===== src/rtl/mesm6_uart.sv =====
// UART peripheral for the MESM6 bus: TX byte FIFO, single-byte RX buffer, 4-word register map.
// Ports: clk/reset; bus side i_addr/i_read/i_write/i_data -> o_data/o_done; irq to mmu; uart_rx/uart_tx serial.
// Bus latency one clock (o_done held until request drops); TX writes to a full FIFO are dropped.
module mesm6_uart #(
   parameter int DEFAULT_DIV = 87,
   parameter int FIFO_DEPTH  = 8
) (
   input  logic        clk,
   input  logic        reset,
   output logic        irq,
   input  logic [14:0] i_addr,
   input  logic        i_read,
   input  logic        i_write,
   input  logic [47:0] i_data,
   output logic [47:0] o_data,
   output logic        o_done,
   input  logic        uart_rx,
   output logic        uart_tx
);
   localparam int AW = $clog2(FIFO_DEPTH);
   localparam int CW = AW + 1;

   typedef enum logic {B_IDLE, B_ACK} bus_t;
   typedef enum logic [1:0] {T_IDLE, T_START, T_DATA, T_STOP} tx_t;
   typedef enum logic [2:0] {R_IDLE, R_START, R_DATA, R_STOP, R_WAIT} rx_t;

   // ---------------- bus FSM ----------------
   bus_t bus_q, bus_d;
   logic [1:0] addr;
   logic       req, wr, rd;
   logic       data_wr, data_rd, stat_rd;

   assign addr    = i_addr[1:0];
   assign req     = (bus_q == B_IDLE) && (i_read || i_write);
   assign wr      = req && i_write;
   assign rd      = req && i_read && !i_write;   // read+write together counts as a write
   assign data_wr = wr && (addr == 2'd0);
   assign data_rd = rd && (addr == 2'd0);
   assign stat_rd = rd && (addr == 2'd1);

   always_ff @(posedge clk or posedge reset)
      if (reset) bus_q <= B_IDLE;
      else       bus_q <= bus_d;

   always_comb begin
      bus_d = bus_q;
      case (bus_q)
         B_IDLE: if (i_read || i_write) bus_d = B_ACK;
         B_ACK:  if (!i_read && !i_write) bus_d = B_IDLE;
         default: bus_d = B_IDLE;
      endcase
   end

   always_comb o_done = (bus_q == B_ACK);

   // ---------------- registers ----------------
   logic [15:0] div_q;
   logic [1:0]  ie_q;
   logic [7:0]  rx_byte;
   logic        rx_valid, overrun, frame_err;

   always_ff @(posedge clk or posedge reset)
      if (reset) begin
         div_q <= 16'(DEFAULT_DIV);
         ie_q  <= 2'b00;
      end else if (wr) begin
         if (addr == 2'd2) div_q <= (i_data[15:0] < 16'd4) ? 16'd4 : i_data[15:0];
         if (addr == 2'd3) ie_q  <= i_data[1:0];
      end

   // ---------------- TX FIFO ----------------
   logic [7:0]    fifo_mem [FIFO_DEPTH];
   logic [AW-1:0] wp, rp;
   logic [CW-1:0] cnt;
   logic          tx_empty, tx_full, tx_pop, push;

   assign tx_empty = (cnt == '0);
   assign tx_full  = (cnt == CW'(FIFO_DEPTH));
   assign push     = data_wr && (!tx_full || tx_pop);   // pop frees the slot this same cycle

   always_ff @(posedge clk)
      if (push) fifo_mem[wp] <= i_data[7:0];

   always_ff @(posedge clk or posedge reset)
      if (reset) begin
         wp  <= '0;
         rp  <= '0;
         cnt <= '0;
      end else begin
         if (push)   wp <= wp + 1'b1;
         if (tx_pop) rp <= rp + 1'b1;
         cnt <= cnt + CW'(push) - CW'(tx_pop);
      end

   // ---------------- TX FSM ----------------
   tx_t         tx_q, tx_d;
   logic [15:0] tx_div, tx_cnt;
   logic [7:0]  tx_sh;
   logic [2:0]  tx_bit;
   logic        tx_tick, tx_busy;

   assign tx_tick = (tx_cnt == tx_div - 16'd1);
   // Pop at idle, or at the end of a stop bit so frames run back to back.
   assign tx_pop  = !tx_empty && ((tx_q == T_IDLE) || ((tx_q == T_STOP) && tx_tick));

   always_ff @(posedge clk or posedge reset)
      if (reset) tx_q <= T_IDLE;
      else       tx_q <= tx_d;

   always_comb begin
      tx_d = tx_q;
      case (tx_q)
         T_IDLE:  if (tx_pop) tx_d = T_START;
         T_START: if (tx_tick) tx_d = T_DATA;
         T_DATA:  if (tx_tick && tx_bit == 3'd7) tx_d = T_STOP;
         T_STOP:  if (tx_tick) tx_d = tx_pop ? T_START : T_IDLE;
         default: tx_d = T_IDLE;
      endcase
   end

   always_comb begin
      tx_busy = (tx_q != T_IDLE);
      uart_tx = 1'b1;
      if (tx_q == T_START)     uart_tx = 1'b0;
      else if (tx_q == T_DATA) uart_tx = tx_sh[0];
   end

   always_ff @(posedge clk or posedge reset)
      if (reset) begin
         tx_div <= 16'(DEFAULT_DIV);
         tx_cnt <= '0;
         tx_sh  <= '0;
         tx_bit <= '0;
      end else if (tx_pop) begin
         tx_sh  <= fifo_mem[rp];
         tx_div <= div_q;
         tx_cnt <= '0;
         tx_bit <= '0;
      end else if (tx_q != T_IDLE) begin
         if (tx_tick) begin
            tx_cnt <= '0;
            if (tx_q == T_DATA) begin
               tx_sh  <= tx_sh >> 1;
               tx_bit <= tx_bit + 3'd1;
            end
         end else begin
            tx_cnt <= tx_cnt + 16'd1;
         end
      end

   // ---------------- RX ----------------
   rx_t         rx_q, rx_d;
   logic        rx_s1, rx_s2, rx_prev;
   logic [15:0] rx_div, rx_cnt, rx_target;
   logic [7:0]  rx_sh;
   logic [2:0]  rx_bit;
   logic        rx_tick, rx_done;

   always_ff @(posedge clk or posedge reset)
      if (reset) {rx_s1, rx_s2, rx_prev} <= 3'b111;
      else       {rx_s1, rx_s2, rx_prev} <= {uart_rx, rx_s1, rx_s2};

   // Start bit is checked half a period in; later bits a full period apart.
   assign rx_target = (rx_q == R_START) ? (rx_div >> 1) - 16'd1 : rx_div - 16'd1;
   assign rx_tick   = (rx_cnt == rx_target);

   always_ff @(posedge clk or posedge reset)
      if (reset) rx_q <= R_IDLE;
      else       rx_q <= rx_d;

   always_comb begin
      rx_d = rx_q;
      case (rx_q)
         R_IDLE:  if (rx_prev && !rx_s2) rx_d = R_START;
         R_START: if (rx_tick) rx_d = rx_s2 ? R_IDLE : R_DATA;
         R_DATA:  if (rx_tick && rx_bit == 3'd7) rx_d = R_STOP;
         R_STOP:  if (rx_tick) rx_d = rx_s2 ? R_IDLE : R_WAIT;
         R_WAIT:  if (rx_s2) rx_d = R_IDLE;
         default: rx_d = R_IDLE;
      endcase
   end

   always_comb rx_done = (rx_q == R_STOP) && rx_tick;

   always_ff @(posedge clk or posedge reset)
      if (reset) begin
         rx_div <= 16'(DEFAULT_DIV);
         rx_cnt <= '0;
         rx_sh  <= '0;
         rx_bit <= '0;
      end else if (rx_q == R_IDLE) begin
         rx_div <= div_q;
         rx_cnt <= '0;
         rx_bit <= '0;
      end else if (rx_q != R_WAIT) begin
         if (rx_tick) begin
            rx_cnt <= '0;
            if (rx_q == R_DATA) begin
               rx_sh  <= {rx_s2, rx_sh[7:1]};
               rx_bit <= rx_bit + 3'd1;
            end
         end else begin
            rx_cnt <= rx_cnt + 16'd1;
         end
      end

   // A DATA read in the completion cycle frees the buffer, so the new byte lands without overrun.
   always_ff @(posedge clk or posedge reset)
      if (reset) begin
         rx_byte   <= '0;
         rx_valid  <= 1'b0;
         overrun   <= 1'b0;
         frame_err <= 1'b0;
      end else begin
         if (stat_rd) begin
            overrun   <= 1'b0;
            frame_err <= 1'b0;
         end
         if (data_rd) rx_valid <= 1'b0;
         if (rx_done) begin
            if (rx_valid && !data_rd) overrun <= 1'b1;
            else begin
               rx_byte  <= rx_sh;
               rx_valid <= 1'b1;
            end
            if (!rx_s2) frame_err <= 1'b1;
         end
      end

   // ---------------- read data / irq ----------------
   logic [47:0] rd_mux;
   always_comb begin
      rd_mux = '0;
      case (addr)
         2'd0: rd_mux = rx_valid ? {40'd0, rx_byte} : 48'd0;
         2'd1: rd_mux = {32'd0, 8'(cnt), 2'b00, frame_err, overrun, tx_busy, rx_valid, tx_full, tx_empty};
         2'd2: rd_mux = {32'd0, div_q};
         default: rd_mux = {46'd0, ie_q};
      endcase
   end

   always_ff @(posedge clk or posedge reset)
      if (reset) begin
         o_data <= '0;
         irq    <= 1'b0;
      end else begin
         if (req) o_data <= rd ? rd_mux : 48'd0;
         irq <= (ie_q[0] && rx_valid) || (ie_q[1] && tx_empty && !tx_busy);
      end

   logic unused_bits;
   assign unused_bits = ^{i_addr[14:2], i_data[47:16]};
endmodule


===== config.mk =====
export PLATFORM = sky130hd
export DESIGN_NAME = mesm6_uart
export DESIGN_NICKNAME = d
export VERILOG_FILES = /design/src/rtl/mesm6_uart.sv
export SDC_FILE = /design/constraint.sdc
export NUM_CORES = 1
export LEC_CHECK = 0
export CORE_ASPECT_RATIO = 0.7
export CORE_MARGIN = 8
export CORE_UTILIZATION = 55
export DETAILED_ROUTE_END_ITERATION = 6
export GPL_ROUTABILITY_DRIVEN = 0
export PLACE_DENSITY_LB_ADDON = 0.1
export RECOVER_POWER = 25
export SLEW_MARGIN = 20
export SYNTH_ARGS = -nofsm -noshare
export SYNTH_HDL_FRONTEND = slang
export SYNTH_SLANG_ARGS = --single-unit

===== constraint.sdc =====
create_clock -name clk -period 8.6 [get_ports clk]
set_clock_uncertainty 0.15 [all_clocks]
set_input_delay 0.86 -clock clk [delete_from_list [all_inputs] [get_ports clk]]
set_output_delay 0.86 -clock clk [all_outputs]
set_load 0.05 [all_outputs]

==> results.cfg, run 1 <==
[outcome]
status = finished, violations left
violations = max-capacitance violations, max-slew violations

[cts]
clock_path_buffers = 3
cts_tree = done
clk_pin_slew_ps = 60
cts_buffers = 22
htree_num_levels = 1
root_buffer = clkbuf_16
cts_sinks = 215
post-cts-setup-buffers = 0
cts_resized = 0
clk_latency_ps = 510
holdBufCountCts = 0

[floorplan]
fp-row-count = 43
dieWidth_um = 185.6
design.core.area_um2 = 19800
die_y_um = 134.7
io_pins = 119
initial_utilization_pct = 55.94
die_area_um2 = 25010

[setup_path]
critPathRequiredTime_ps = 8850
r2r_end = rx_sh[1]
r2r_slack_ps = 3220
crit_type = reg -> reg
endpoint = rx_sh[1]
reg2reg_from = rx_q[1]
crit_start = rx_q[1]
path_max_fanout = 25
startpoint_type = flip-flop
r2r_cells = 11
cp.arrival_ps = 5630
crit_path_end_kind = flip-flop

[cells_and_area]
layout.nets = 1089
antennaDiodeCount = 0
nFillCells = 1603
area_growth_pct = 11.60
drive_above_1_share_pct = 14.26
post-route-util_pct = 62.43
final_cell_area_um2 = 12360

[global_routing]
grt_pass1_wl_um = 40580
grt_max_degree = 90
groute.usage.overall_pct = 20.07
grt_pass1_vias = 7412
overflow = 0
antenna_found_initial = 0

[sta]
period_minus_slack_ps = 5379
slew_violations = 90
finalSetupTns_ps = 0
timing.final.ws_setup_ps = 3221
slew_headroom_pct = -163.9
fmax_mhz = 185.9
finalHoldViolCount = 0
finalCritPeriodShare_pct = 62.55
setup_viol_count_final = 0
worst_pin_slew_ps = 3937
grt_setup_unrepaired = no

[placed_design]
dpl.hpwl_um = 17160
portBuffers = 41
place_area_um2 = 11570
place_ws_ps = 3348

[logic_synthesis]
synth_top_area_share_pct = 30.05
yosys_warnings = 0
synthesis.area_um2 = 11080
ys.flop_type = dfrtp_1
yosysUniqueCellTypes = 80
netlist_instances = 980
yosys-top-cells-count = dfrtp_1, nand2_1, edfxtp_1
synth_edf_count = 64
yosysSeqAreaShare_pct = 51.67
synth-seq-cells = 215
yosysTopAreaCell = dfrtp_1
postSynthAreaPerCell_um2 = 11.30
synth.most_common_cell = dfrtp_1
synth_area_leaders = dfrtp_1, edfxtp_1, mux2_2
async_flop_share_pct = 70.23

[pwr]
ir_drop_mv = 0.1665
p_clk_share_pct = 24.7
netSwitchingPower_mw = 1.610
p_per_area_nw_per_um2 = 341.7
p_comb_share_pct = 38.0
intPower_mw = 2.614
p_sw_share_pct = 38.12
p_leak_nw = 5.145
p_seq_share_pct = 37.2

[routing]
ant_nets = 0
drt_wl_total_um = 24790
viasPerCell = 5.939
first_iter_violations = 678
wl_per_cell_um = 19.26
route.detailed.drc = 0
firstDrtPassIters = 5
num_vias = 7644

[hold_path]
hold_path.class = reg -> reg

[run]
drv_cap = 1
==> logic make-up after synthesis <==
family | count (synthesis) | share of synthesized area (%)
XOR/XNOR | 57 | 4.632
multiplexers | 92 | 10.79
AO/OA/AOI/OAI | 176 | 10.92
buffers and inverters | 103 | 4.733
adder cells (fa/ha/maj) | 20 | 2.327
flip-flops | 215 | 51.67
AND/OR/NAND/NOR | 316 | 14.89
other | 1 | 0.03386
==> worst max-delay path, stage by stage, from the launching register on <==
cell and delay, ps:
dfrtp_1 590, nor3b_4 250, buf_4 340, mux2i_1 340, ha_1 350, or4b_2 690
a2111oi_1 790, nand2_1 110, nor3_1 260, o21ai_1 320, nor4_4 670, mux2_2 400
==> per-layer routing <==
metal / GRT usage (%) / wire, µm / vias up
li1: - / - / 3591
met1: 31.93 / 12520 / 3818
met2: 28.05 / 10140 / 203
met3: 3.328 / 1674 / 32
met4: 4.222 / 448 / 0
met5: 0 / 0 / -
==> registers in the layout (all words and copies together), names as in the netlist, 3 cells and up <==
signal    flops
tx_cnt       16
rx_q          3
rx_div       16
tx_bit        3
rx_byte       8
rx_cnt       16
tx_div       16
tx_sh         8
rp            3
rx_sh         8
wp            3
cnt           4
fifo_mem     64
rx_bit        3
div_q        16
o_data       16
==> power groups by stage <==
| stage | Clock, mW | Combinational, mW | Sequential, mW |
|---|---|---|---|
| 3_5_place_dp | 0 | 1.58 | 1.59 |
| 3_3_place_gp | 0 | 1.56 | 1.58 |
| 5_1_grt | 1.10 | 1.78 | 1.62 |
| 2_1_floorplan | 0 | 1.35 | 1.43 |
| 6_report | 1.04 | 1.61 | 1.57 |
| 4_1_cts | 1.06 | 1.60 | 1.57 |
==> worst min-delay path by stage <==
| stage | from | slack, ps | end | cells past startpoint |
|---|---|---|---|---|
| 3_5_place_dp | rx_s1 | 200 | rx_s2 | 0 |
| 2_1_floorplan | rx_s1 | 200 | rx_s2 | 0 |
| 6_report | rx_s1 | 210 | rx_s2 | 0 |
| 5_1_grt | rx_s1 | 220 | rx_s2 | 0 |
| 3_3_place_gp | rx_s1 | 200 | rx_s2 | 0 |
| 4_1_cts | rx_s1 | 210 | rx_s2 | 0 |
==> placed cells by master, fill, tap and decap left out, types with 19 or more instances in the layout <==
| master | Yosys | routed |
|---|---|---|
| clkbuf_16 | 0 | 22 |
| edfxtp_1 | 64 | 64 |
| nor2_1 | 49 | 47 |
| nand2b_1 | 19 | 19 |
| conb_1 | 1 | 32 |
| o21ai_0 | 31 | 31 |
| xor2_1 | 29 | 29 |
| ha_1 | 19 | 19 |
| a21oi_1 | 46 | 46 |
| nand3_1 | 23 | 23 |
| dfrtp_1 | 133 | 132 |
| mux2_2 | 48 | 48 |
| xnor2_1 | 27 | 27 |
| nand2_1 | 99 | 99 |
| nor3_1 | 29 | 29 |
| clkdlybuf4s50_1 | 0 | 30 |
| mux2i_1 | 26 | 26 |
==> area by class of cell <==
cell class	instances	area [µm²]	area share, %
clock inverter	12	198.9	1.609
sequential	215	5724	46.31
tap	270	337.8	2.733
multi-input combinational	693	4956	40.10
timing repair buffer	50	478.0	3.867
clock buffer	28	593.1	4.798
inverter	19	72.57	0.5871
==> per-stage QoR <==
stage / total power [mW] / instances / hold slack [ps]
CTS: 4.230 / 1287 / 207.1
global placement: 3.139 / 1247 / 195.6
detailed placement: 3.171 / 1247 / 197.5
floorplan: 2.786 / 1011 / 195.2
finish: 4.224 / 1287 / 212.3
global route: 4.494 / 1287 / 217.4
(Power assumes the default switching activity.)
==> run 2, diff against run 1 <==
--- a/config.mk
+++ b/config.mk
@@ -7,7 +7,7 @@
 export LEC_CHECK = 0
 export CORE_ASPECT_RATIO = 0.7
 export CORE_MARGIN = 8
-export CORE_UTILIZATION = 55
+export CORE_UTILIZATION = 52
 export DETAILED_ROUTE_END_ITERATION = 6
 export GPL_ROUTABILITY_DRIVEN = 0
 export PLACE_DENSITY_LB_ADDON = 0.1
==> constraint.sdc (replaced) <==
create_clock -name clk -period 4.7 [get_ports clk]
set_clock_uncertainty 0.15 [all_clocks]
set_input_delay 0.47 -clock clk [delete_from_list [all_inputs] [get_ports clk]]
set_output_delay 0.47 -clock clk [all_outputs]
set_load 0.05 [all_outputs]
==> run 2 against run 1 <==
The flow still finishes with violations (max-capacitance violations, max-slew violations). Routed wire length grew 0.66%. Sequential power grew 82%. Power grew 82%. Non-clock buffer count grew 18. Via count shrank 0.27%.
==> results.cfg, run 2 (same netlist as run 1, synthesis figures left out) <==
[outcome]
status = finished, violations left
violations = max-capacitance violations, max-slew violations

[sta]
period_minus_slack_ps = 4436
slew_violations = 96
fmax_mhz = 225.4
finalCritPeriodShare_pct = 94.39
finalHoldViolCount = 0
worst_pin_slew_ps = 2125
slew_headroom_pct = -41.94
finalSetupTns_ps = 0
whs_ps = 209.3
timing.final.ws_setup_ps = 263.9
setup_viol_count_final = 0

[setup_path]
cpMaxStageDelayCell = or4b_2
cpPeakStageDelay_ps = 670
cp.arrival_ps = 4690
crit_path_end_kind = flip-flop
crit_type = reg -> reg
path_max_fanout = 8
startpoint_type = flip-flop
path_cells = nor3b_4, mux2i_1, ha_1, or4b_2, a2111oi_2, a32o_1, nor2_1, xnor2_1, nand4b_1, nor4_4, buf_4, mux2_2
critPathRequiredTime_ps = 4950

[cts]
clk_latency_ps = 520
clock_path_buffers = 3
root_buffer = clkbuf_16
holdBufCountCts = 0
cts_buffers = 22
htree_num_levels = 1
clk_pin_slew_ps = 60
cts_resized = 0
post-cts-setup-buffers = 0
cts_tree = done
cts_sinks = 215

[placed_design]
portBuffers = 41
place_ws_ps = 246.3
dpl.hpwl_um = 17620

[floorplan]
die_area_um2 = 26300
die_y_um = 138.1
initial_utilization_pct = 53.22
dieWidth_um = 190.4
io_pins = 119
design.core.area_um2 = 20810
fp-row-count = 44

[global_routing]
grt_pass1_wl_um = 39740
grt_max_degree = 97
overflow = 0
grt_pass1_vias = 7083
antenna_found_initial = 0
groute.usage.overall_pct = 18.50

[routing]
viasPerCell = 5.815
num_vias = 7623
drt_wl_total_um = 24950
firstDrtPassIters = 5
route.detailed.drc = 0
wl_per_cell_um = 19.03
first_iter_violations = 551
ant_nets = 0

[pwr]
p_clk_share_pct = 23.3
p_leak_nw = 5.247
intPower_mw = 4.733
p_comb_share_pct = 39.4
p_sw_share_pct = 38.45
netSwitchingPower_mw = 2.956
p_per_area_nw_per_um2 = 615.1
p_total_mw = 7.689
ir_drop_mv = 0.3895
p_seq_share_pct = 37.3

[cells_and_area]
area_growth_pct = 12.86
nFillCells = 1762
drive_above_1_share_pct = 16.43
layout.nets = 1107
largest_reg_flops = 64
mostFrequentLayoutCells = dfrtp_1, nand2_1, edfxtp_1
layout_commonest_cell = dfrtp_1
regMostFlops = fifo_mem
antennaDiodeCount = 0

[run]
drv_cap = 1

[hold_path]
hold_path.class = reg -> reg
[run 2: changes by cell type in the layout (fill, tap and decap cells not counted), sizes merged]
| cell | change |
|---|---|
| bufinv | -4 |
| inv | -1 |
| clkinvlp | -2 |
| clkbuf | +7 |
| buf | +18 |
[run 2: stage by stage]
stage	utilization, %	std cells	area [µm²]
floorplan	-	1011	11190
global placement	56.34	1271	11720
detailed placement	56.34	1271	11720
CTS	60.00	1311	12490
global route	60.06	1311	12500
finish	60.06	1311	12500
[run 2: critical path: cells and delay by family (launching register included)]
kind | cells | cell delay (ps)
flops | 1 | 410
mux | 2 | 670
xor+xnor | 1 | 290
buf+inv | 1 | 220
simple gates | 5 | 1630
fa+ha+maj | 1 | 230
compound gates | 2 | 720
[run 2: layer usage]
layer	routed length, µm	GRT usage [%]	vias up
met5	0	0	-
met4	386	3.542	0
met3	1205	2.513	29
met2	10110	24.96	178
met1	13250	30.62	3794
li1	-	-	3622
[run 2: final timing paths]
check,startpoint,endpoint,slack [ps],depth (start not counted)
worst max register to register,rx_q[1],rx_sh[1],260,12
worst min-delay path,rx_s1,rx_s2,210,0
worst min register to register,rx_s1,rx_s2,210,0
worst max-delay path,rx_q[1],rx_sh[1],260,12
min in group asynchronous,reset,tx_div[15],950,2
max in group asynchronous,reset,rp[0],2270,2
[run 2: layout make-up]
cell class	instances	area, µm²	area share, %
Timing Repair Buffer	68	625.6	5.005
Sequential cell	215	5724	45.80
Multi-Input combinational cell	693	4967	39.74
Inverter	19	75.07	0.6006
Clock inverter	5	75.07	0.6006
Tap cell	276	345.3	2.763
Clock buffer	35	686.9	5.495
[run 2: power by group through the flow]
stage          sequential, mW  combinational (mW)  clock [mW]
2_1_floorplan            2.62                2.48           0
3_3_place_gp             2.89                2.92           0
3_5_place_dp             2.89                2.98           0
4_1_cts                  2.86                2.99        1.84
5_1_grt                  2.93                3.34        1.90
6_report                 2.86                3.03        1.79
==> run 3, diff against run 2 <==
--- a/config.mk
+++ b/config.mk
@@ -5,11 +5,14 @@
 export SDC_FILE = /design/constraint.sdc
 export NUM_CORES = 1
 export LEC_CHECK = 0
+export ABC_AREA = 1
 export CORE_ASPECT_RATIO = 0.7
 export CORE_MARGIN = 8
-export CORE_UTILIZATION = 52
+export CORE_UTILIZATION = 55
 export DETAILED_ROUTE_END_ITERATION = 6
+export DONT_BUFFER_PORTS = 1
 export GPL_ROUTABILITY_DRIVEN = 0
+export GPL_TIMING_DRIVEN = 0
 export PLACE_DENSITY_LB_ADDON = 0.1
 export RECOVER_POWER = 25
 export SLEW_MARGIN = 20
==> run 3 against run 2 <==
The flow still finishes with violations (max-capacitance violations, max-slew violations). Count of clock-buffer cells in the layout shrank 7. Routed wire length increased by 20%. Flip-flop and latch count unchanged. Worst hold slack got worse by 160 ps. Fmax rose by 5.9%. Non-clock buffer count up 23. Sequential share of layout area fell by 1.9 points. Register-to-register slack improved by 250 ps. Combinational power fell by 28%. Design area is 4.2% higher.
==> results.cfg, run 3 <==
[routing]
firstDrtPassIters = 5
first_iter_violations = 712
ant_nets = 0
viasPerCell = 5.378
route.detailed.drc = 0
drt_wl_total_um = 29990
num_vias = 9401
wl_per_cell_um = 17.16

[pwr]
ir_drop_mv = 0.3151
p_leak_nw = 5.850
p_per_area_nw_per_um2 = 514.3

[global_routing]
busiest_layer = met1
antenna_found_initial = 0
grt_pass1_wl_um = 47710
grtUsageMet1_pct = 35.71
met3_usage_pct = 5.193
grt_util_met2_pct = 32.41
grt_max_degree = 85
grt_pass1_vias = 8628
groute.usage.overall_pct = 23.02
overflow = 0

[cts]
cts_tree = done
cts_buffers = 23
cts_resized = 0
htree_num_levels = 1
cts_sinks = 215
clk_latency_ps = 530
clk_pin_slew_ps = 70
clock_path_buffers = 3
root_buffer = clkbuf_16

[sta]
period_minus_slack_ps = 4188
setup_viol_count_final = 0
worst_pin_slew_ps = 3060
finalSetupTns_ps = 0
finalHoldViolCount = 0
whs_ps = 53.13
slew_headroom_pct = -105.1
grt_setup_unrepaired = no
finalCritPeriodShare_pct = 89.11
fmax_mhz = 238.8
slew_violations = 68

[setup_path]
crit_type = reg -> reg
crit_path_end_kind = flip-flop
cpMaxStageDelayCell = nor2_1
path_cells = inv_1, ha_1, nand3_1, nor2_1, nand2_1, nor2_1, xor2_1, nand2_1, inv_1, nand3b_1, nor2_1, nand3_1, nand2_1, nand2_2, nand2_1, nand2_1, nor2_1
startpoint_type = flip-flop
worst_path_most_repeated_cell = nand2_1
cpPeakStageDelay_ps = 710
cp.arrival_ps = 4190
path_max_fanout = 8
critPathRequiredTime_ps = 4700

[logic_synthesis]
async_flop_share_pct = 70.23
synth_top_area_share_pct = 28.93
netlist_instances = 1378
synth_area_leaders = dfrtp_1, edfxtp_1, nand2_1
yosysTopAreaCell = dfrtp_1
yosys_warnings = 0
synthesis.area_um2 = 11500
postSynthAreaPerCell_um2 = 8.348
synth.most_common_cell = nand2_1
yosys-top-cells-count = nand2_1, inv_1, dfrtp_1
synth_edf_count = 64
yosysUniqueCellTypes = 48
ys.flop_type = dfrtp_1
synth-seq-cells = 215
yosysSeqAreaShare_pct = 49.75

[floorplan]
design.core.area_um2 = 20640
initial_utilization_pct = 55.72
die_area_um2 = 25870
dieWidth_um = 188.9
io_pins = 119
die_y_um = 137
fp-row-count = 44

[cells_and_area]
layout.nets = 1543
post-route-util_pct = 63.12
layout_commonest_cell = nand2_1
largest_reg_flops = 64
regMostFlops = fifo_mem
mostFrequentLayoutCells = nand2_1, inv_1, dfrtp_1
area_growth_pct = 13.27
final_cell_area_um2 = 13030
drive_above_1_share_pct = 10.39
antennaDiodeCount = 0
nFillCells = 1744

[run]
drv_cap = 1

[hold_path]
hold_path.class = in -> reg

[placed_design]
portBuffers = 0
place_area_um2 = 12000
dpl.hpwl_um = 21930

[outcome]
status = finished, violations left
violations = max-capacitance violations, max-slew violations
[run 3: cell types whose count changed in the layout (fill, tap and decap cells not counted), moves of 19 or more]
cell | previous run | this run
mux2_2 | 48 | 2
clkdlybuf4s50_1 | 30 | 0
nand2_1 | 99 | 359
nor2_1 | 47 | 132
nand2b_1 | 19 | 0
mux2i_1 | 26 | 0
nand3_1 | 23 | 98
a21oi_1 | 46 | 17
clkbuf_1 | 3 | 31
o22ai_1 | 0 | 31
inv_1 | 18 | 153
o21ai_0 | 31 | 101
[run 3: final timing paths]
| kind | cells after the start | startpoint | slack, ps | endpoint |
|---|---|---|---|---|
| max in group asynchronous | 2 | reset | 1890 | rx_byte[2] |
| worst max-delay path | 17 | tx_div[0] | 510 | fifo_mem[3][7] |
| worst max register to register | 17 | tx_div[0] | 510 | fifo_mem[3][7] |
| worst min-delay path | 3 | i_data[3] | 50 | div_q[2] |
| worst min register to register | 0 | rx_s1 | 210 | rx_s2 |
| min in group asynchronous | 2 | reset | 1140 | rx_cnt[12] |
[run 3: final cells by class]
class                           count  area, µm²  share of cell area, %
Buffer                             70      440.4                  3.380
Clock buffer                       28      594.3                  4.561
Clock inverter                     14      241.5                  1.853
Inverter                          160      603.1                  4.628
Multi-Input combinational cell    964       4855                  37.26
Sequential cell                   215       5723                  43.92
Tap cell                          276      345.3                  2.650
Timing Repair Buffer               21      227.7                  1.748
[run 3: logic make-up (layout without fill, tap and decap cells)]
logic type	count (synthesis)	count (layout)	synth area share, %
AO/OA/AOI/OAI	191	191	9.767
flip-flops	215	215	49.75
adder cells (fa/ha/maj)	20	20	2.241
buffers and inverters	230	293	9.060
XOR/XNOR	56	56	4.264
AND/OR/NAND/NOR	663	663	24.69
multiplexers	2	2	0.1958
other	1	32	0.03260
[run 3: what timing repair did]
item                                   4_1_cts  5_1_grt
hold buffers                                20        0
buffers inserted                             0        0
endpoints found under the hold margin      146        0
setup endpoints to repair                    0        0
[run 3: where the power goes]
group | switching, mW | internal, mW | total [mW]
sequential | 0.277 | 2.22 | 2.49
clock | 0.775 | 1.24 | 2.01
combinational | 1.49 | 0.706 | 2.19
[run 3: metrics by stage]
stage               std cells  total power [mW]  setup WS (ps)
floorplan                1409             4.129          45.04
global placement         1685             4.589          -1636
detailed placement       1686             4.640          589.8
CTS                      1748             6.689          583.7
global route             1748             7.087          139.2
finish                   1748             6.702          511.8
[run 3: critical path, delay by kind of cell, from the launching register on]
family	cells	cell delay, ps
xor gates and xnor gates	1	200
DFF	1	390
adders and majority gates	1	200
and+or+nand+nor	13	2700
buffers and inverters	2	170
[run 3: per-layer routing]
| metal | vias to the layer above | part of all wire [%] |
|---|---|---|
| met5 | - | 0 |
| met4 | 0 | 1.5 |
| met3 | 39 | 8.5 |
| met2 | 322 | 40 |
| met1 | 4450 | 50 |
| li1 | 4590 | - |
==> variant 1 (flow settings as in run 2) <==
The 5 values of `rx_t` get a one-hot encoding in 5 bits.
--- a/src/rtl/mesm6_uart.sv
+++ b/src/rtl/mesm6_uart.sv
@@ -22,7 +22,7 @@
 
    typedef enum logic {B_IDLE, B_ACK} bus_t;
    typedef enum logic [1:0] {T_IDLE, T_START, T_DATA, T_STOP} tx_t;
-   typedef enum logic [2:0] {R_IDLE, R_START, R_DATA, R_STOP, R_WAIT} rx_t;
+   typedef enum logic [4:0] {R_IDLE = 5'b00001, R_START = 5'b00010, R_DATA = 5'b00100, R_STOP = 5'b01000, R_WAIT = 5'b10000} rx_t;
 
    // ---------------- bus FSM ----------------
    bus_t bus_q, bus_d;
Check against the original RTL: no difference found for any inputs over 4 cycles, from zero or initial values and one cycle with reset high; so few cycles prove little.
==> variant 1 against run 2 <==
- area after synthesis increased by 2.2%
- design area increased by 1.4%
- count of clock-buffer cells in the layout decreased by 4
- worst setup slack improved by 0.12 ns
- worst hold slack improved by 0.0010 ns
- synthesized cell count increased by 5.0%
- routed wire length increased by 5.7%
- power decreased by 14%
- core utilization decreased by 1.1 points
- sequential cell count increased by 2
- highest routed layer unchanged
==> variant 1: results (changes against run 2) <==
run status = finished, final reports clean
average wire per standard cell = 19.4 um (+1.7%)
top cells by count, synth = dfrtp_1 (134), nand2_1 (105), edfxtp_1 (64), o21ai_0 (55), nor2_1 (52)
Max IR drop VDD = 336 uV (-14%)
total wire length = 26400 um (+5.7%)
placed cell area = 11900 um^2 (+1.7%)
all-layer global routing usage = 0.197 (+0.0116)
Final HPWL DP = 18500 um (+4.8%)
Port Buffer Count = 41 (unchanged)
CTS Buf Count = 23 (+4.5%)
largest net degree at the start of global routing = 154 (+59%)
GR Layer Usage met1 = 0.331 (+0.0243)
M2 GR Usage = 0.252 (+0.00273)
Reg2Reg Depth = 13 (+1)
sequential-to-total area share from yosys stat = 0.510 (-0.00644)
Max FO, Critical Path = 13 (+5)
initial drt markers = 710 (+29%)
largest cells by area after synthesis = dfrtp_1 (30%), edfxtp_1 (17%), dfstp_2 (4.4%)
met3 track demand over resource = 0.0330 (+0.00782)
Final WS setup = 0.387 ns (+0.123 ns)
pre-CTS setup slack = 0.404 ns (+0.157 ns)
routed length on met3 = 1950 um (+62%)
Worst Tran Pin Value = 0.927 ns (-1.20 ns)
P_leak = 5.28 nW (+0.62%)
met1 WL = 13800 um (+3.8%)
Post-layout nets = 1151 (+4.0%)
Critical Path AT = 4.57 ns (-0.12 ns)
Hold Slack = 0.210 ns (+0.00104 ns)
library cells used by synthesis = 73 (-8.8%)
Setup Fix Bufs, Post-CTS = 0 (unchanged)
vias = 8093 (+6.2%)
die width = 192 um (+0.99%)
-- variant 1: changes by cell type after synthesis, moves of 5 or more --
cell	before	now
o21ai_0	31	55
nor2b_1	10	23
or3_1	6	19
and3_1	18	29
xor2_1	29	18
a21oi_1	46	38
nand2b_1	19	11
mux2_4	0	7
mux2_2	48	42
mux2i_1	26	20
nand2_1	99	105
o22ai_1	0	6
a221oi_1	2	7
-- variant 1: worst max-delay path, stage by stage (launching register included) --
cell	delay (ns)
dfstp_2	0.62
nor4b_4	0.08
nand2_1	0.10
buf_4	0.22
nor2_1	0.06
a21oi_1	0.14
ha_1	0.25
or3b_2	0.47
o311ai_0	0.37
xor2_1	0.16
nor4_2	0.32
o2111ai_2	0.32
nor4_4	0.52
mux2_2	0.41
-- variant 1: final timing paths --
kind	start	end
max	rx_q[0]	rx_byte[1]
min	rx_s1	rx_s2
max reg2reg	rx_q[0]	rx_byte[1]
min reg2reg	rx_s1	rx_s2
max in group asynchronous	reset	rx_div[9]
min in group asynchronous	reset	rx_div[12]
-- variant 1: power breakdown --
group | switching, mW | internal [mW] | leakage (nW)
registers | 0.461 | 2.27 | 2.53
clock network | 0.761 | 1.06 | 0.366
logic | 1.12 | 0.940 | 2.38
total | 2.34 | 4.27 | 5.28
-- variant 1: final cells by class --
type / count / area (um^2)
well taps: 282 / 353
clock buffers: 31 / 626
clock inverters: 11 / 131
repair buffers: 62 / 581
inverters: 23 / 90.1
fillers: 1791 / 8830
flip-flops and latches: 217 / 5780
multi-input cells: 736 / 5120
-- variant 1: cell families after synthesis --
logic type / synth area share
AO/OA/AOI/OAI: 0.122
XOR/XNOR: 0.0341
other: 0.000331
flip-flops: 0.510
AND/OR/NAND/NOR: 0.162
buffers and inverters: 0.0485
multiplexers: 0.101
adder cells (fa/ha/maj): 0.0228
==> variant 2 (config.mk and constraints of run 2) <==
Without the edit above. The parameter `FIFO_DEPTH` goes from 8 to 16.
--- a/src/rtl/mesm6_uart.sv
+++ b/src/rtl/mesm6_uart.sv
@@ -3,7 +3,7 @@
 // Bus latency one clock (o_done held until request drops); TX writes to a full FIFO are dropped.
 module mesm6_uart #(
    parameter int DEFAULT_DIV = 87,
-   parameter int FIFO_DEPTH  = 8
+   parameter int FIFO_DEPTH  = 16
 ) (
    input  logic        clk,
    input  logic        reset,
Function: same outputs for any inputs over 4 cycles, from zero or initial values and one cycle with reset high; that may be too few to reach the edited logic, so the function may still have changed.
==> variant 2 against run 2 <==
- the flow still finishes with violations (max-capacitance violations, max-slew violations)
- synthesized cell count up 16%
- routed wire length is 30% higher
- area after synthesis is 26% higher
- core utilization is 1.7 points lower
- count of clock-buffer cells in the layout is 1 higher
- sequential cell count grew 67
- die area up 23%
- sequential share of layout area is 4.0 points higher
- worst setup slack better by 0.19 ns
- design area up 24%
- cell count up 19%
- power rose by 21%
- largest cell class unchanged
- highest routed layer unchanged
==> variant 2: results (changes against run 2) <==
vias in the first global route = 8678 (+23%)
final-layout non-clock buffer area share = 0.0365 (-0.0135)
max-cap violation count = 1 (unchanged)
Final HPWL DP = 22300 um (+26%)
Crit-path slowest cell = or4_1
pre-CTS setup slack = 0.510 ns (+0.264 ns)
largest net degree at the start of global routing = 155 (+60%)
share of flip-flops with an asynchronous set or reset = 0.546 (-0.156)
placed cell count = 1507 (+19%)
largest cells by area after synthesis = edfxtp_1 (28%), dfrtp_1 (24%), mux2_2 (5.8%)
Post-synth EDFFs = 128 (+100%)
P_leak = 6.25 nW (+19%)
first-pass GRT wire length = 51000 um (+28%)
Inverters, non-clock = 26 (+7)
all-layer global routing usage = 0.198 (+0.0134)
max-slew violations = 155 (+61%)
Max IR drop VDD = 375 uV (-3.7%)
RR Startpoint = rx_q[2]
Fillers = 2198 (+25%)
Via density = 5.92 (+1.8%)
reg-to-reg endpoint = rx_q[0]
initial drt markers = 781 (+42%)
r2r setup slk = 0.45 ns (+0.19 ns)
Worst-Skew Late Latency = 0.55 ns (+0.03 ns)
sequential-to-total area share from yosys stat = 0.555 (+0.0384)
Final Instance Count excl. Fillers = 1557 (+19%)
share of cells above drive strength 1 = 0.161 (-0.00331)
Post-layout nets = 1264 (+14%)
M2 GR Usage = 0.257 (+0.00762)
Worst Tran Pin Value = 2.14 ns (+0.0109 ns)
Seq/total area = 0.498 (+0.0404)
#MultiIn Comb = 773 (+12%)
Hold Slack = 0.212 ns (+0.00260 ns)
Final WS setup = 0.455 ns (+0.191 ns)
failing checks = max-capacitance violations, max-slew violations
met3 track demand over resource = 0.0431 (+0.0180)
top cells by count, synth = dfrtp_1 (136), edfxtp_1 (128), mux2_2 (72), nand2_1 (71)
run status = complete, but fails checks
ClkCell Share = 0.0590 (-0.00192)
Critical Path AT = 4.56 ns (-0.13 ns)
Reg2Reg Depth = 11 (-1)
post-synthesis register bit count = 282 (+31%)
clock buf count = 36 (+2.9%)
variant 2: cell types whose count changed after synthesis, sizes merged, moves of 13 or more:
cell	run 2	this run
o21ai	32	46
nand2	99	71
and3	18	40
mux2	49	72
xnor2	27	40
edfxtp	64	128
mux2i	26	42
variant 2: logic make-up after synthesis:
family,count (synthesis),share of synthesized area
XOR/XNOR,64,0.0403
adder cells (fa/ha/maj),24,0.0221
flip-flops,282,0.555
other,1,0.000270
multiplexers,130,0.114
AO/OA/AOI/OAI,207,0.100
AND/OR/NAND/NOR,316,0.125
buffers and inverters,117,0.0423
variant 2: metal layers:
metal	vias up	share of wire
li1	4256	-
met1	4687	0.52
met2	243	0.40
met3	29	0.074
met4	0	0.013
met5	-	0
variant 2: report_power, final:
group,switching (mW),internal [mW]
clock network,0.940,1.33
registers,0.620,2.97
logic,1.90,1.52
